### src/rtl/channel_defs.sv
// Shared definitions for the channel sequencer: status bits,
// error flag positions, FSM encoding and bus helpers.
package channel_defs;

    localparam logic [7:0] ST_BUSY = 8'h08;
    localparam logic [7:0] ST_DE   = 8'h10;
    localparam logic [7:0] ST_CE   = 8'h20;
    localparam logic [7:0] ST_UC   = 8'h40;

    localparam int ERR_NODEV   = 0;
    localparam int ERR_TIMEOUT = 1;
    localparam int ERR_PARITY  = 2;
    localparam int ERR_ADDR    = 3;

    typedef enum logic [4:0] {
        S_IDLE,
        S_SEL_ADDR,
        S_SEL_HOLD,
        S_SEL_WAIT,
        S_ADDR_WAIT,
        S_CMD,
        S_CMD_DROP,
        S_ISTAT,
        S_ISTAT_END,
        S_DATA,
        S_WR_WAIT,
        S_WR_SETTLE,
        S_SVC_END,
        S_STOP_WAIT,
        S_ESTAT,
        S_ESTAT_END,
        S_RESET_IF
    } state_t;

    function automatic logic odd_parity(input logic [7:0] b);
        return ~^b;
    endfunction

    function automatic logic [15:0] sat_dec(input logic [15:0] n);
        return (n == 16'd0) ? 16'd0 : n - 16'd1;
    endfunction

endpackage

### src/rtl/channel_sequencer_timer.sv
// Per-state wait counter: gives both the bus settle delay and the
// tag-response timeout. Restarts whenever clear is high.
module tag_wait_timer
    import channel_defs::*;
#(
    parameter int W       = 11,
    parameter int SETTLE  = 2,
    parameter int TIMEOUT = 1024
) (
    input  logic         clk,
    input  logic         reset,
    input  logic         clear,
    output logic [W-1:0] elapsed,
    output logic         settled,
    output logic         expired
);

    logic [W-1:0] cnt;

    always_ff @(posedge clk) begin
        if (reset) begin
            cnt <= '0;
        end else if (clear) begin
            cnt <= W'(1);
        end else if (cnt != '1) begin
            cnt <= cnt + W'(1);
        end
    end

    // elapsed reads 0 on the first cycle of every state
    assign elapsed = clear ? '0 : cnt;
    assign settled = elapsed >= W'(SETTLE - 1);
    assign expired = elapsed >= W'(TIMEOUT);

endmodule

### src/rtl/channel_sequencer.sv
// Channel-side sequencer: runs selection, command, initial status,
// byte-serial data, stop and ending status for one operation.
module channel_sequencer
    import channel_defs::*;
#(
    parameter int SETTLE       = 2,
    parameter int TIMEOUT      = 1024,
    parameter int RESET_CYCLES = 4
) (
    input  logic        clk,
    input  logic        reset,
    input  logic        start,
    input  logic [7:0]  start_address,
    input  logic [7:0]  start_command,
    input  logic [15:0] start_count,
    input  logic [7:0]  wr_data,
    input  logic        wr_valid,
    output logic        wr_ready,
    output logic [7:0]  rd_data,
    output logic        rd_valid,
    output logic        busy,
    output logic        done,
    output logic [7:0]  done_status,
    output logic [15:0] done_residual,
    output logic [3:0]  done_err,
    output logic [7:0]  bus_out,
    output logic        bus_out_parity,
    output logic        operational_out,
    output logic        hold_out,
    output logic        select_out,
    output logic        address_out,
    output logic        command_out,
    output logic        service_out,
    output logic        suppress_out,
    input  logic [7:0]  bus_in,
    input  logic        bus_in_parity,
    input  logic        request_in,
    input  logic        select_in,
    input  logic        operational_in,
    input  logic        address_in,
    input  logic        status_in,
    input  logic        service_in
);

    localparam int TW = $clog2(TIMEOUT + RESET_CYCLES + SETTLE + 1);

    state_t        state;
    state_t        last_state;
    logic [7:0]    addr;
    logic [7:0]    cmd;
    logic [15:0]   count;
    logic [TW-1:0] elapsed;
    logic          settled;
    logic          expired;
    logic          tmr_clear;
    logic          waiting;
    logic          par_bad;
    logic          stop_status;
    logic          unused_in;

    assign suppress_out = 1'b0;
    assign unused_in    = request_in;
    assign tmr_clear    = (state != last_state);
    assign par_bad      = (bus_in_parity != odd_parity(bus_in));
    assign stop_status  = ((done_status & ST_BUSY) != 8'h00) ||
                          ((done_status & (ST_CE | ST_DE)) == (ST_CE | ST_DE));
    assign waiting = state inside {S_SEL_WAIT, S_ADDR_WAIT, S_CMD_DROP,
                                   S_ISTAT, S_ISTAT_END, S_DATA, S_WR_WAIT,
                                   S_SVC_END, S_STOP_WAIT, S_ESTAT,
                                   S_ESTAT_END};

    tag_wait_timer #(
        .W       (TW),
        .SETTLE  (SETTLE),
        .TIMEOUT (TIMEOUT)
    ) u_timer (
        .clk     (clk),
        .reset   (reset),
        .clear   (tmr_clear),
        .elapsed (elapsed),
        .settled (settled),
        .expired (expired)
    );

    task finish_op;
        done          <= 1'b1;
        busy          <= 1'b0;
        done_residual <= count;
        hold_out      <= 1'b0;
        select_out    <= 1'b0;
        address_out   <= 1'b0;
        command_out   <= 1'b0;
        service_out   <= 1'b0;
        state         <= S_IDLE;
    endtask

    always_ff @(posedge clk) begin
        if (reset) begin
            state           <= S_IDLE;
            last_state      <= S_IDLE;
            addr            <= '0;
            cmd             <= '0;
            count           <= '0;
            wr_ready        <= 1'b0;
            rd_data         <= '0;
            rd_valid        <= 1'b0;
            busy            <= 1'b0;
            done            <= 1'b0;
            done_status     <= '0;
            done_residual   <= '0;
            done_err        <= '0;
            bus_out         <= '0;
            bus_out_parity  <= 1'b0;
            operational_out <= 1'b0;
            hold_out        <= 1'b0;
            select_out      <= 1'b0;
            address_out     <= 1'b0;
            command_out     <= 1'b0;
            service_out     <= 1'b0;
        end else begin
            last_state <= state;
            done       <= 1'b0;
            rd_valid   <= 1'b0;
            wr_ready   <= 1'b0;
            if (waiting && expired) begin
                // CU stopped answering: drop every tag and reset the interface
                done_err[ERR_TIMEOUT] <= 1'b1;
                operational_out <= 1'b0;
                hold_out        <= 1'b0;
                select_out      <= 1'b0;
                address_out     <= 1'b0;
                command_out     <= 1'b0;
                service_out     <= 1'b0;
                bus_out         <= '0;
                bus_out_parity  <= odd_parity(8'h00);
                state           <= S_RESET_IF;
            end else begin
                unique case (state)
                    S_IDLE: begin
                        operational_out <= 1'b1;
                        if (start) begin
                            addr           <= start_address;
                            cmd            <= start_command;
                            count          <= start_count;
                            busy           <= 1'b1;
                            done_err       <= '0;
                            bus_out        <= start_address;
                            bus_out_parity <= odd_parity(start_address);
                            state          <= S_SEL_ADDR;
                        end
                    end
                    S_SEL_ADDR: begin
                        if (settled) begin
                            address_out <= 1'b1;
                            state       <= S_SEL_HOLD;
                        end
                    end
                    S_SEL_HOLD: begin
                        hold_out   <= 1'b1;
                        select_out <= 1'b1;
                        state      <= S_SEL_WAIT;
                    end
                    S_SEL_WAIT: begin
                        if (operational_in) begin
                            address_out <= 1'b0;
                            state       <= S_ADDR_WAIT;
                        end else if (select_in) begin
                            done_err[ERR_NODEV] <= 1'b1;
                            finish_op();
                        end
                    end
                    S_ADDR_WAIT: begin
                        if (address_in) begin
                            if (par_bad) done_err[ERR_PARITY] <= 1'b1;
                            if (bus_in != addr) done_err[ERR_ADDR] <= 1'b1;
                            select_out     <= 1'b0;
                            hold_out       <= 1'b0;
                            bus_out        <= cmd;
                            bus_out_parity <= odd_parity(cmd);
                            state          <= S_CMD;
                        end
                    end
                    S_CMD: begin
                        if (settled) begin
                            command_out <= 1'b1;
                            state       <= S_CMD_DROP;
                        end
                    end
                    S_CMD_DROP: begin
                        if (!address_in) begin
                            command_out <= 1'b0;
                            state       <= S_ISTAT;
                        end
                    end
                    S_ISTAT, S_ESTAT: begin
                        if (status_in) begin
                            if (par_bad) done_err[ERR_PARITY] <= 1'b1;
                            done_status <= bus_in;
                            service_out <= 1'b1;
                            state <= (state == S_ISTAT) ? S_ISTAT_END
                                                        : S_ESTAT_END;
                        end
                    end
                    S_ISTAT_END: begin
                        if (!status_in) begin
                            service_out <= 1'b0;
                            if (stop_status) finish_op();
                            else state <= S_DATA;
                        end
                    end
                    S_DATA: begin
                        if (status_in) begin
                            if (par_bad) done_err[ERR_PARITY] <= 1'b1;
                            done_status <= bus_in;
                            service_out <= 1'b1;
                            state       <= S_ESTAT_END;
                        end else if (service_in) begin
                            if (count == 16'd0) begin
                                command_out <= 1'b1;
                                state       <= S_STOP_WAIT;
                            end else if (cmd[0]) begin
                                state <= S_WR_WAIT;
                            end else begin
                                if (par_bad) done_err[ERR_PARITY] <= 1'b1;
                                rd_data     <= bus_in;
                                rd_valid    <= 1'b1;
                                service_out <= 1'b1;
                                count       <= sat_dec(count);
                                state       <= S_SVC_END;
                            end
                        end
                    end
                    S_WR_WAIT: begin
                        // byte is taken here; wr_ready confirms it a cycle later
                        if (wr_valid) begin
                            bus_out        <= wr_data;
                            bus_out_parity <= odd_parity(wr_data);
                            wr_ready       <= 1'b1;
                            count          <= sat_dec(count);
                            state          <= S_WR_SETTLE;
                        end
                    end
                    S_WR_SETTLE: begin
                        if (settled) begin
                            service_out <= 1'b1;
                            state       <= S_SVC_END;
                        end
                    end
                    S_SVC_END: begin
                        if (!service_in) begin
                            service_out <= 1'b0;
                            state       <= S_DATA;
                        end
                    end
                    S_STOP_WAIT: begin
                        if (!service_in) begin
                            command_out <= 1'b0;
                            state       <= S_ESTAT;
                        end
                    end
                    S_ESTAT_END: begin
                        if (!status_in) finish_op();
                    end
                    S_RESET_IF: begin
                        if (elapsed == TW'(RESET_CYCLES - 1)) begin
                            operational_out <= 1'b1;
                            done            <= 1'b1;
                            busy            <= 1'b0;
                            done_residual   <= count;
                            state           <= S_IDLE;
                        end
                    end
                    default: state <= S_IDLE;
                endcase
            end
        end
    end

endmodule

### config.mk
export PLATFORM = sky130hd
export DESIGN_NAME = channel_sequencer
export DESIGN_NICKNAME = d
export VERILOG_FILES = /design/src/rtl/channel_defs.sv /design/src/rtl/channel_sequencer_timer.sv /design/src/rtl/channel_sequencer.sv
export SDC_FILE = /design/constraint.sdc
export NUM_CORES = 1
export LEC_CHECK = 0
export CAP_MARGIN = 25
export CORE_MARGIN = 2
export CORE_UTILIZATION = 32
export CTS_BUF_LIST = sky130_fd_sc_hd__clkbuf_8
export DETAILED_ROUTE_END_ITERATION = 7
export HOLD_SLACK_MARGIN = 0.08
export PLACE_DENSITY = 0.62
export SLEW_MARGIN = 30
export SYNTH_ARGS = -nofsm -noshare
export SYNTH_HDL_FRONTEND = slang
export SYNTH_SLANG_ARGS = --single-unit
### constraint.sdc
create_clock -name clk -period 2.1 [get_ports clk]
set_input_delay 0.63 -clock clk [delete_from_list [all_inputs] [get_ports clk]]
set_output_delay 0.63 -clock clk [all_outputs]
set_load 0.01 [all_outputs]
[Yosys cells after proc, flatten, opt, wreduce, memory -nomap -nowiden]
Index checks and enable logic that the tools add are counted.
Storage, ports and cells
  input bits: 59
  output and inout port bits: 56
  bits in registers: 107
Cells by class
  equality and inequality tests: 64
  bitwise gates (word level): 7
  order comparisons: 2
  $add $sub $neg: 2
  reductions and logical operators: 51
  mux-type cells: 102
Operator list (number)
  $mux W16: 13
  $mux W5: 18
  $pmux W5 S16: 1
  $pmux W16 S4: 1
  $pmux W16 S3: 1
  $mux W1: 46
  $ne A2 B2 Y1 const B: 21
  $eq A5 B4 Y1 const B: 8
  $reduce_xnor A8 Y1: 4
  $ne A3 B3 Y1 const B: 10
  $reduce_and A15 Y1: 2
  $mux W8: 3
  $pmux W8 S3: 1
  $reduce_and A8 Y1: 3
  $ne A3 B2 Y1 const B: 7
  $eq A5 B3 Y1 const B: 4
  $logic_not A16 Y1: 1
  $reduce_bool A4 Y1: 4
  $sub A16 B1 Y16 const B: 1
  $pmux W1 S4: 3
  $reduce_and A12 Y1: 1
  $reduce_and A6 Y1: 2
  $reduce_bool A2 Y1: 6
  $add A11 B1 Y11 const B: 1
  41 further kinds: 66

[Longest topological paths before layout]
  word-level depth: 8
  depth in mapped cells: 10
  gate-level depth less buffers: 8

[By module]
Synthesis repeated with hierarchy kept, for this count alone.
Second synthesis, totals
  cell total of the unflattened synthesis: 724
  area total of the unflattened synthesis: 5829.3 um^2
Modules (own cells, without submodules)
  channel_sequencer: seq. area each 1921.8 um^2, times used 1, cells an instance 648, area an instance 5205.0 um^2
  tag_wait_timer: seq. area each 220.2 um^2, times used 1, cells an instance 76, area an instance 624.3 um^2

[Least setup slack after synthesis]
Ideal clock, no wire load.
  path type: flip-flop to flip-flop
  from: register count[0]
  to: register count[10]
  arrival: 2.137 ns
  path buffers: 1
  setup time: 0.131 ns
  required time: 1.969 ns
  stages on the path, launching flop included: 10
  setup slack: -0.169 ns
  period minus slack after synthesis: 2.269 ns
  cells stage by stage: dfxtp_1 > inv_1 > ha_1 > nor4b_2 > nand4_2 > a21oi_4 > buf_2 > nor2_1 > o311ai_1 > o41ai_1
Between the ends
  longest elaborated chain between the ends: 6
Ends and longest elaborated chain
  start, declared: RTL line channel_sequencer.sv:51  | logic [15:0] count;
  start signal, assigned: RTL line channel_sequencer.sv:144  | count <= start_count;
  start signal, assigned: RTL line channel_sequencer.sv:228  | count <= sat_dec(count);
  start signal, assigned: RTL line channel_sequencer.sv:239  | count <= sat_dec(count);
  $sub A16 B1 Y16: RTL line channel_defs.sv:40  | return (n == 16'd0) ? 16'd0 : n - 16'd1;
  $mux W16: RTL line channel_sequencer.sv:221  | end else if (cmd[0]) begin
  $mux W16: RTL line channel_sequencer.sv:218  | if (count == 16'd0) begin
  $mux W16: RTL line channel_sequencer.sv:217  | end else if (service_in) begin
  $mux W16: RTL line channel_sequencer.sv:212  | if (status_in) begin
  $pmux W16 S3: RTL line channel_sequencer.sv:138  | unique case (state)
Several ways; a longest one is shown, not always the timed one. The select of a mux whose other input is x is not followed.
A chain may end at the register's enable or synchronous reset.

[Worst setup path after layout]
  from: register state[1]
  to: register done_residual[9]
Between the ends
  longest elaborated chain between the ends: 6
Ends and longest elaborated chain
  start, declared: RTL line channel_sequencer.sv:47  | state_t state;
  start signal, assigned: RTL line channel_sequencer.sv:200  | state <= (state == S_ISTAT) ? S_ISTAT_END
  $ne A5 B5 Y1: RTL line channel_sequencer.sv:63  | assign tmr_clear = (state != last_state);
  $mux W11: RTL line channel_sequencer_timer.sv:31  | assign elapsed = clear ? '0 : cnt;
  $ge A11 B11 Y1: RTL line channel_sequencer_timer.sv:33  | assign expired = elapsed >= W'(TIMEOUT);
  $logic_and A1 B1 Y1: RTL line channel_sequencer.sv:125  | if (waiting && expired) begin
  $not A1 Y1 (no line)
  $reduce_and A8 Y1 (no line)
  end signal, assigned: RTL line channel_sequencer.sv:269  | done_residual <= count;
  end, declared: RTL line channel_sequencer.sv:24  | output logic [15:0] done_residual,
Several ways; a longest one is shown, not always the timed one.

==> run metrics <==
fin crit period=2364 ps; final WL=between 20,000 and 25,000 microns; post-synthesis register bit count=107; most frequent cell after synthesis=dfxtp_1; leading area contributor after synthesis=dfxtp_1; CTS tree=done; Final Hold Vio Count=0; DIE AREA=19,920 sq um; most used cell, CP=buf_6; syn_nets=788; Synth Instances=approximately 730; Final Setup Violations=42; static leakage=between 3 and 4 nW; Critical Path AT=2650 ps; placed wire-length estimate=14,890 microns; Final Cell Area=9803 sq um; RSZ-0062 raised after global routing=yes; synthesized area=between 6000 and 7000 sq um; crit-path max cell delay=380 ps; Synth area leaders=dfxtp_1 (36%), nor2_1 (5.9%), mux2i_1 (5.7%); Crit Path Max Fanout=8; sum of negative setup slack=-6738 ps; Routed Antenna Nets=0; top cells by count, synth=dfxtp_1 (107), nor2_1 (95), nand2_1 (70), a21oi_1 (67); Setup crit start=state[1]; post-DR wirelength/cell=17.37 microns; hold depth=2; Initial DRC Count=473; # hold bufs at CTS=0; worst endpoint required time=2390 ps; first-pass GRT wire length=roughly 33,000 microns; peak supply drop=0.4128 mV; Max Fclk=0.4230 GHz; Startpoint Class=register; HP Class=register to register; crit-path cells=buf_6 -> or3_4 -> nor4b_4 -> nand4_1 -> a221oi_4 -> buf_6 -> clkbuf_16 -> mux2i_1 -> nor2_1; clk slew on worst S/H paths=110 ps; Area growth syn-to-layout=62.86%; placed insts=1,188; Vias=6,563; status=finished with violations; period utilization=1.126; Unique masters post-synth=80; Die Wd=141.2 microns; routability congestion estimate from global placement=between 0.9 and 1; met3 Track Usage GR=0.05435; element type at the critical path end=register; Reg2Reg Depth=9; die height=approximately 140 microns; row cnt=50; Most used DFF post-synth=dfxtp_1; FF-to-FF Start=state[1]; gr usage total=0.2055; Max Root-Sink Buffers=2; Initial Utilization=0.3240; n_diodes=0; EDFF count, synth=0; share of cells above drive strength 1=0.3280; initial antenna violation count=0; RR Endpoint=done_residual[9]; area post-placement=roughly 8600 sq um; Non-Filler Instances=1,231; Clock Skew=22.05 ps; pwr dens=around 1000 nW/um^2; Syn. warnings=0; Hold EP=done_err[1]; drt drc=0; met1 Use GR=0.2691; min-delay src=done_err[1]; grt peak-use layer=met2; CP Class=register to register; final setup margin=-263.9 ps; largest net degree at the start of global routing=48; clk sink count=107; Core ar.=18,580 sq um; Final Max Tran Viols=0; worst-skew pair later-pin latency=410 ps; TritonCTS Buffers=9; vias in the first global route=roughly 6,300; Port Buf Inserts=around 110; CP max stage cell=or3_4; CTS H-tree lvls=3; sequential element share of the synthesized area=0.3559; Pre-antenna DRT Iters=5; grt ovf=0; Avg Cell Area, Syn=between 8 and 9 sq um; failing checks=setup timing; Via-to-Cell Ratio=5.331; area share of the largest cell type after synthesis=0.3559; r2r setup slk=-260 ps; max-cap viol count=0; root buf cell=clkbuf_8; Final #Nets=1,053; # IOs=115; Critical path buffers and inverters=3; async set-or-reset flop fraction in the synthesized netlist=0; crit-path leading delay family=simple AND/OR/NAND/NOR gates; total power=a little over 10 mW; met2 Usage GRT=0.3278
[stage by stage]
stage	util	hold slack, ps	worst slack [ps]
detailed placement	0.4628	456.8	-621.3
global route	0.5276	504.3	-351.1
CTS	0.4974	473.0	-149.0
finish	0.5276	469.0	-263.9
floorplan	-	448.1	-53.65
global placement	0.4628	452.4	-580.3
[worst min-delay path: cells and delay by family, from the launching register on]
kind            cells  cell delay [ps]
simple gates        1               50
flops               1              330
compound gates      1               50
[metal layers]
| layer | share of wire | wire length (microns) |
|---|---|---|
| met1 | 0.42 | 9040 |
| met2 | 0.47 | 10140 |
| met3 | 0.072 | 1545 |
| met4 | 0.031 | 660 |
| met5 | 0 | 0 |
[cell usage in the layout, fill, tap and decap left out, types with 14 or more instances in the layout]
cell type,netlist,routed
nand2_1,70,66
mux2i_1,34,34
xnor2_1,34,34
a21oi_1,67,60
clkdlybuf4s50_1,0,107
buf_6,1,22
nor2_1,95,86
dfxtp_1,107,103
xor2_1,24,22
nand3_1,18,14
nor3_1,17,14
o21ai_0,16,14
buf_4,12,163
[how the worst max path moves through the flow]
stage	endpoint	slack, ps	depth (start not counted)
after CTS	done_residual[14]	-150	8
after global placement	state[2]	-580	9
after detailed placement	state[2]	-620	9
final	done_residual[9]	-260	9
after global routing	done_residual[5]	-350	9
after floorplan	count[13]	-50	7
[power by group]
part / internal (mW) / total, mW / leakage, nW / switching [mW]
logic: 3.16 / 6.23 / 2.73 / 3.07
clock network: 0.461 / 1.28 / 0.0953 / 0.817
registers: 2.38 / 2.67 / 0.874 / 0.285
[area by class of cell]
type | instances | area [sq um]
Clock buffer | 9 | 123.9
Clock inverter | 7 | 66.31
Fill cell | 1704 | 8777
Inverter | 12 | 45.04
Multi-Input combinational cell | 550 | 4218
Sequential cell | 107 | 2152
Tap cell | 234 | 292.8
Timing Repair Buffer | 312 | 2905
[cells by family (layout without fill, tap and decap cells)]
| family | after synthesis | in the layout | share of synthesized area |
|---|---|---|---|
| XOR/XNOR | 58 | 58 | 0.08439 |
| adder cells (fa/ha/maj) | 2 | 2 | 0.004156 |
| buffers and inverters | 70 | 340 | 0.05778 |
| multiplexers | 35 | 35 | 0.05841 |
| other | 1 | 1 | 0.0006230 |
| flip-flops | 107 | 107 | 0.3559 |
| AO/OA/AOI/OAI | 186 | 186 | 0.2183 |
| AND/OR/NAND/NOR | 268 | 268 | 0.2205 |
[registers in the layout, indices dropped and copies added, names as in the netlist, 4 cells and up]
register       cells
bus_out            8
last_state         5
done_residual     16
done_status        8
cmd                8
done_err           4
state              5
addr               8
rd_data            8
u_timer.cnt       11
count             16
[timing repair]
action                     4_1_cts  5_1_grt
setup buffers                   17       10
gates resized for setup         67       83
pin swaps                       19       34
cloned                           0        3
setup endpoints to repair       69       67
No activity file was read; power rests on OpenSTA's default activity.
